`config.mk`:
```
export PLATFORM = sky130hd
export DESIGN_NAME = vip_axi_preload_mst
export DESIGN_NICKNAME = d
export VERILOG_FILES = /design/src/rtl/carfield_vip_pkg.sv /design/src/rtl/vip_axi_burst_len_calc.sv /design/src/rtl/vip_axi_preload_mst.sv
export SDC_FILE = /design/constraint.sdc
export NUM_CORES = 1
export LEC_CHECK = 0
export BUFFER_PORTS_ARGS = -buffer_cell sky130_fd_sc_hd__buf_4
export CAP_MARGIN = 30
export CELL_PAD_IN_SITES_DETAIL_PLACEMENT = 1
export CELL_PAD_IN_SITES_GLOBAL_PLACEMENT = 1
export CORE_AREA = 3 3 200 202
export CTS_CLUSTER_DIAMETER = 200
export DETAILED_ROUTE_END_ITERATION = 8
export DIE_AREA = 0 0 203 205
export PLACE_DENSITY = 0.76
export SYNTH_ARGS = -nofsm -noshare
export SYNTH_HDL_FRONTEND = slang
export SYNTH_SLANG_ARGS = --single-unit
```
`constraint.sdc`:
```
create_clock -name clk_i -period 7.8 [get_ports clk_i]
set_input_delay 0.39 -clock clk_i [delete_from_list [all_inputs] [get_ports clk_i]]
set_output_delay 0.39 -clock clk_i [all_outputs]
set_load 0.03 [all_outputs]
```
`src/rtl/carfield_vip_pkg.sv`:
```
// Shared types and helpers for the carfield VIP preload master: FSM states,
// AXI constants and the AXI4 request/response structs of the driven port.
package carfield_vip_pkg;

  typedef enum logic [2:0] {IDLE, CALC, AW, W, B, DONE} vip_preload_state_e;

  localparam int unsigned Page4k       = 4096;
  localparam int unsigned AxiAddrWidth = 48;
  localparam int unsigned AxiDataWidth = 64;
  localparam int unsigned AxiIdWidth   = 2;
  localparam int unsigned AxiUserWidth = 1;

  localparam logic [1:0] AxiBurstIncr  = 2'b01;
  localparam logic [1:0] AxiRespOkay   = 2'b00;
  localparam logic [1:0] AxiRespSlvErr = 2'b10;

  typedef struct packed {
    logic [AxiIdWidth-1:0]   id;
    logic [AxiAddrWidth-1:0] addr;
    logic [7:0]              len;
    logic [2:0]              size;
    logic [1:0]              burst;
    logic                    lock;
    logic [3:0]              cache;
    logic [2:0]              prot;
    logic [3:0]              qos;
    logic [3:0]              region;
    logic [5:0]              atop;
    logic [AxiUserWidth-1:0] user;
  } axi_aw_chan_t;

  typedef struct packed {
    logic [AxiDataWidth-1:0]   data;
    logic [AxiDataWidth/8-1:0] strb;
    logic                      last;
    logic [AxiUserWidth-1:0]   user;
  } axi_w_chan_t;

  typedef struct packed {
    logic [AxiIdWidth-1:0]   id;
    logic [1:0]              resp;
    logic [AxiUserWidth-1:0] user;
  } axi_b_chan_t;

  typedef struct packed {
    logic [AxiIdWidth-1:0]   id;
    logic [AxiAddrWidth-1:0] addr;
    logic [7:0]              len;
    logic [2:0]              size;
    logic [1:0]              burst;
    logic                    lock;
    logic [3:0]              cache;
    logic [2:0]              prot;
    logic [3:0]              qos;
    logic [3:0]              region;
    logic [AxiUserWidth-1:0] user;
  } axi_ar_chan_t;

  typedef struct packed {
    logic [AxiIdWidth-1:0]   id;
    logic [AxiDataWidth-1:0] data;
    logic [1:0]              resp;
    logic                    last;
    logic [AxiUserWidth-1:0] user;
  } axi_r_chan_t;

  typedef struct packed {
    axi_aw_chan_t aw;
    logic         aw_valid;
    axi_w_chan_t  w;
    logic         w_valid;
    logic         b_ready;
    axi_ar_chan_t ar;
    logic         ar_valid;
    logic         r_ready;
  } axi_mst_req_t;

  typedef struct packed {
    logic         aw_ready;
    logic         ar_ready;
    logic         w_ready;
    logic         b_valid;
    axi_b_chan_t  b;
    logic         r_valid;
    axi_r_chan_t  r;
  } axi_mst_rsp_t;

  // Beats that fit between a page offset and the next 4 KiB boundary.
  function automatic logic [31:0] beats_to_4k(input logic [11:0] addr,
                                              input int unsigned bytes_per_beat);
    return 32'((Page4k - 32'(addr)) / bytes_per_beat);
  endfunction

endpackage

```
`src/rtl/vip_axi_burst_len_calc.sv`:
```
// Burst length selection: min(remaining, max burst, beats left in the 4 KiB page).
module vip_axi_burst_len_calc
  import carfield_vip_pkg::*;
#(
  parameter int unsigned DataWidth = 64,
  parameter int unsigned MaxBeats  = 16
) (
  input  logic [31:0] remaining,
  input  logic [11:0] addr,
  output logic [8:0]  len
);

  localparam int unsigned BytesPerBeat = DataWidth / 8;

  logic [31:0] to_page;
  logic [31:0] lim;

  always_comb begin
    to_page = beats_to_4k(addr, BytesPerBeat);
    lim     = (remaining < 32'(MaxBeats)) ? remaining : 32'(MaxBeats);
    if (to_page < lim) lim = to_page;
    len = 9'(lim);
  end

endmodule

```
`src/rtl/vip_axi_preload_mst.sv`:
```
// AXI4 write master turning (start address, beat count) + word stream into
// INCR bursts that respect the burst size limit and 4 KiB boundaries.
module vip_axi_preload_mst
  import carfield_vip_pkg::*;
#(
  parameter int unsigned AddrWidth  = 48,
  parameter int unsigned DataWidth  = 64,
  parameter int unsigned IdWidth    = 2,
  parameter int unsigned AxiId      = 0,
  parameter int unsigned BurstBytes = 1024,
  parameter type axi_req_t = carfield_vip_pkg::axi_mst_req_t,
  parameter type axi_rsp_t = carfield_vip_pkg::axi_mst_rsp_t
) (
  input  logic                 clk_i,
  input  logic                 rst_i,
  input  logic                 cmd_valid_i,
  output logic                 cmd_ready_o,
  input  logic [AddrWidth-1:0] cmd_addr_i,
  input  logic [31:0]          cmd_beats_i,
  input  logic                 data_valid_i,
  output logic                 data_ready_o,
  input  logic [DataWidth-1:0] data_i,
  output axi_req_t             axi_req_o,
  input  axi_rsp_t             axi_rsp_i,
  output logic                 busy_o,
  output logic                 done_o,
  output logic                 err_o,
  output logic [31:0]          beats_done_o
);

  localparam int unsigned BytesPerBeat  = DataWidth / 8;
  localparam int unsigned SizeLog2      = $clog2(BytesPerBeat);
  localparam int unsigned BeatsPerBurst = BurstBytes / BytesPerBeat;
  localparam int unsigned MaxBeats      = (BeatsPerBurst < 256) ? BeatsPerBurst : 256;

  vip_preload_state_e   state_q;
  logic [AddrWidth-1:0] addr_q;
  logic [31:0]          remaining_q;
  logic [8:0]           len_q;
  logic [8:0]           beat_q;
  logic [8:0]           calc_len;
  logic                 aw_valid_q;
  logic                 b_ready_q;
  logic                 done_q;
  logic                 err_q;
  logic [31:0]          beats_done_q;
  logic                 in_w;
  logic                 w_last;
  logic                 w_fire;
  logic                 misaligned;
  logic                 unused_rsp;

  vip_axi_burst_len_calc #(
    .DataWidth (DataWidth),
    .MaxBeats  (MaxBeats)
  ) i_len_calc (
    .remaining (remaining_q),
    .addr      (addr_q[11:0]),
    .len       (calc_len)
  );

  assign in_w       = (state_q == W);
  assign w_last     = (beat_q == len_q - 9'd1);
  assign w_fire     = in_w & data_valid_i & axi_rsp_i.w_ready;
  assign misaligned = (cmd_addr_i & AddrWidth'(BytesPerBeat - 1)) != '0;
  assign unused_rsp = ^axi_rsp_i;

  always_ff @(posedge clk_i) begin
    if (rst_i) begin
      state_q      <= IDLE;
      addr_q       <= '0;
      remaining_q  <= '0;
      len_q        <= '0;
      beat_q       <= '0;
      aw_valid_q   <= 1'b0;
      b_ready_q    <= 1'b0;
      done_q       <= 1'b0;
      err_q        <= 1'b0;
      beats_done_q <= '0;
    end else begin
      done_q <= 1'b0;
      case (state_q)
        IDLE: begin
          if (cmd_valid_i) begin
            addr_q       <= cmd_addr_i;
            remaining_q  <= cmd_beats_i;
            err_q        <= 1'b0;
            beats_done_q <= '0;
            if (cmd_beats_i == '0) begin
              state_q <= DONE;
            end else if (misaligned) begin
              err_q   <= 1'b1;
              state_q <= DONE;
            end else begin
              state_q <= CALC;
            end
          end
        end
        CALC: begin
          len_q      <= calc_len;
          aw_valid_q <= 1'b1;
          state_q    <= AW;
        end
        AW: begin
          if (axi_rsp_i.aw_ready) begin
            aw_valid_q <= 1'b0;
            beat_q     <= '0;
            state_q    <= W;
          end
        end
        W: begin
          if (w_fire) begin
            beat_q <= beat_q + 9'd1;
            if (w_last) begin
              b_ready_q <= 1'b1;
              state_q   <= B;
            end
          end
        end
        B: begin
          // An error response is recorded but the command keeps going so the stream drains.
          if (axi_rsp_i.b_valid) begin
            b_ready_q    <= 1'b0;
            if (axi_rsp_i.b.resp != AxiRespOkay) err_q <= 1'b1;
            beats_done_q <= beats_done_q + 32'(len_q);
            addr_q       <= addr_q + (AddrWidth'(len_q) << SizeLog2);
            remaining_q  <= remaining_q - 32'(len_q);
            state_q      <= (remaining_q == 32'(len_q)) ? DONE : CALC;
          end
        end
        DONE: begin
          done_q  <= 1'b1;
          state_q <= IDLE;
        end
        default: state_q <= IDLE;
      endcase
    end
  end

  // AW fields come straight from stable registers; W is a zero-latency pass-through.
  always_comb begin
    axi_req_o          = '0;
    axi_req_o.aw.id    = IdWidth'(AxiId);
    axi_req_o.aw.addr  = addr_q;
    axi_req_o.aw.len   = 8'(len_q - 9'd1);
    axi_req_o.aw.size  = 3'(SizeLog2);
    axi_req_o.aw.burst = AxiBurstIncr;
    axi_req_o.aw_valid = aw_valid_q;
    axi_req_o.w.data   = data_i;
    axi_req_o.w.strb   = '1;
    axi_req_o.w.last   = w_last;
    axi_req_o.w_valid  = in_w & data_valid_i;
    axi_req_o.b_ready  = b_ready_q;
    axi_req_o.r_ready  = 1'b1;
  end

  assign data_ready_o = in_w & axi_rsp_i.w_ready;
  assign cmd_ready_o  = (state_q == IDLE);
  assign busy_o       = (state_q != IDLE);
  assign done_o       = done_q;
  assign err_o        = err_q;
  assign beats_done_o = beats_done_q;

endmodule

```
==> metrics.md <==
| Metric | Value |
|---|---|
| Status | complete, no violations |
| TritonCTS buffer count | 17 |
| Antenna Nets Post-Route | 0 |
| Mapped Area | 0.0106 mm² |
| Die Area | 0.0416 mm² |
| Post-synth top flop | dfxtp_1 |
| First-pass GRT wire length | 60.7 mm |
| RSZ-0062 raised after global routing | no |
| CP endpoint kind | register |
| Diode count | 0 |
| DRT Wirelength | 39.7 mm |
| Nets | 1,719 |
| WS Path Type | register to register |
| Drt via density | 5.22 |
| Fin Hold WS | 0.218 ns |
| Critical Path Fanout Max | 14 |
| Worst-Margin Slew | 1.10 ns |
| Mapped Avg Cell Area | 7.74 µm² |
| H-tree Lvls | 4 |
| Remaining DRCs | 0 |
| Setup Skew | 0.0161 ns |
| Fraction of registers with async set/reset | 0 |
| CP top delay family | simple AND/OR/NAND/NOR gates |
| Max cap viols | 0 |
| Period utilisation layout | 0.534 |
| Die X-Extent | 203 µm |
| # fillers | 4,711 |
| GRT Util Overall | 0.184 |
| Number of buffers added for setup after CTS | 0 |
| Drt initial violations | 579 |
| Fmax | 240 MHz |
| CTS Hold Buffers Added | 0 |
| Detail Placement HPWL | 29.7 mm |
| Cell count after synthesis | 1,364 |
| Seq cells post-synth | 137 |
| WL/cell | 20.0 µm |
| Clk_lat worst skew | 0.43 ns |
| CP max-delay cell | nor2_1 |
| # IOs | 510 |
| Setup_tns | 0 ns |
| Initial antenna violation count | 0 |
| Max clock buf depth | 2 |
| Largest net degree at the start of global routing | 53 |
| Final GP Congestion | 0.834 |
| Slew Limit Headroom | 0.260 |
| PD cells | 434 mW/mm² |
| Synth Warn # | 0 |
| Setup-failing EPs final | 0 |
| Buffers and inverters on the worst path | 1 |
| DRT Pass-1 Iters | 5 |
| Register area share after synthesis | 0.260 |
| Ratio of cells with drive above 1 in the final layout | 0.182 |
| Clk sinks | 137 |
| Commonest non-fill, non-tap cell in the layout | buf_4 |
| Distinct cells, synth | 83 |
| Slowest cell delay on critical path | 0.62 ns |
| Arrival time worst endpoint | 4.49 ns |
| EDFF count, synth | 0 |
| Crit path launch type | register |
| Rows | 72 |
| CTS tree | done |
| Core area | 0.0385 mm² |
| Fin. Hold Viols | 0 |
| Multi-input combinational cell area | 0.00644 mm² |
| WP data required | 8.12 ns |
| Vias after detailed routing | 10.3k |
| Synthesis-to-layout area growth | 15.2% |
| Min Clock Period, post-route | 4.16 ns |
| Port bufs | 185 |
| Post-cts repair resize count | 0 |
| Clk Tree Root Cell | clkbuf_16 |
| Grt total ovfl | 0 |
| Vias in the first global route | 10.5k |
| VDD IR max | 0.205 mV |
| CP cell instances | nor4_2 -> nand4bb_1 -> nor2_1 -> nand2_1 -> ha_1 -> a211oi_1 -> o211ai_1 -> nor4_1 -> o31ai_1 -> buf_4 -> or3_1 -> a311oi_1 |
| Most frequent cells in the layout | buf_4, dfxtp_1, nor2_1, conb_1, nand2_1 |
| Clock slew at reported path FFs | 0.06 ns |
| Slew Limit Fails | 0 |
| Sequential Area | 0.00274 mm² |
| Chip Height | 205 µm |
| Leakage | 4.98 nW |
| Hold crit path type | primary input to register |
| Starting density of the core | 0.274 |
power breakdown:
part,internal (mW),switching (mW),total [mW]
Clock,0.514,0.346,0.860
Sequential,0.899,0.360,1.26
Combinational,1.14,2.01,3.15
Total,2.56,2.72,5.27
stage by stage:
| stage | setup slack [ns] | cells | instance area, µm² | util | power [mW] |
|---|---|---|---|---|---|
| 2_1_floorplan | 4.49 | 1485 | 11000 | - | 3.43 |
| 3_3_place_gp | 3.70 | 1947 | 11500 | 0.299 | 4.27 |
| 3_5_place_dp | 3.66 | 1948 | 11500 | 0.300 | 4.39 |
| 4_1_cts | 3.64 | 1980 | 12100 | 0.315 | 5.28 |
| 5_1_grt | 3.27 | 1981 | 12200 | 0.316 | 5.66 |
| 6_report | 3.64 | 1981 | 12200 | 0.316 | 5.27 |
metal layers:
metal,share of wire,vias to the layer above,GRT usage
met5,0,-,0
li1,-,4832,-
met3,0.053,57,0.0362
met4,0.021,0,0.0574
met2,0.49,336,0.318
met1,0.43,5111,0.231
state kept, by name, indices dropped and copies added (netlist names):
register and count:
done_o 1, remaining_q 32, addr_q 48, err_o 1, b_ready_q 1, beat_q 9, state_q 3, len_q 9
aw_valid_q 1, beats_done_o 32
path summary, 6_finish.rpt:
path	from	endpoint	slack (ns)	cells after the start
setup / recovery	remaining_q[10]	len_q[0]	3.64	12
hold / removal	cmd_addr_i[2]	addr_q[2]	0.22	3
setup reg to reg	remaining_q[10]	len_q[0]	3.64	12
hold reg to reg	b_ready_q	b_ready_q	0.47	1
cells by family after synthesis:
kind of cell             Yosys count  synth area share
flip-flops                       137             0.260
AO/OA/AOI/OAI                    324             0.212
other                              2          0.000712
AND/OR/NAND/NOR                  480             0.232
multiplexers                      20            0.0191
adder cells (fa/ha/maj)           41            0.0507
XOR/XNOR                          59            0.0503
buffers and inverters            301             0.175
cell type report:
class                   instances  share of cell area
clock buffers                  19              0.0364
well taps                     518              0.0533
repair buffers                204               0.127
flip-flops and latches        137               0.226
inverters                      43              0.0133
clock inverters                13              0.0139
multi-input cells            1047               0.530
synthesized netlist by cell type (15+ instances only):
cell type / instances / area (µm²)
nor3_1: 42 / 210
buf_4: 188 / 1410
nand3_1: 33 / 165
nand2_1: 94 / 353
o22ai_1: 19 / 119
or3_1: 15 / 93.8
a211oi_1: 29 / 218
a21oi_1: 81 / 405
inv_1: 43 / 161
xor2_1: 32 / 280
and3_1: 28 / 175
dfxtp_1: 137 / 2740
mux2i_1: 19 / 190
clkbuf_1: 56 / 210
o21ai_0: 45 / 225
nor4_1: 28 / 175
nand4_1: 41 / 257
ha_1: 38 / 475
xnor2_1: 26 / 228
nor2_1: 133 / 499
worst register-to-register path, cell delays in order (launching register included):
cell and delay, ns:
dfxtp_1 0.38, nor4_2 0.54, nand4bb_1 0.37, nor2_1 0.62
nand2_1 0.17, ha_1 0.32, a211oi_1 0.32, o211ai_1 0.17
nor4_1 0.25, o31ai_1 0.12, buf_4 0.18, or3_1 0.33
a311oi_1 0.29
Note: power is estimated with default switching activity, not from simulation.
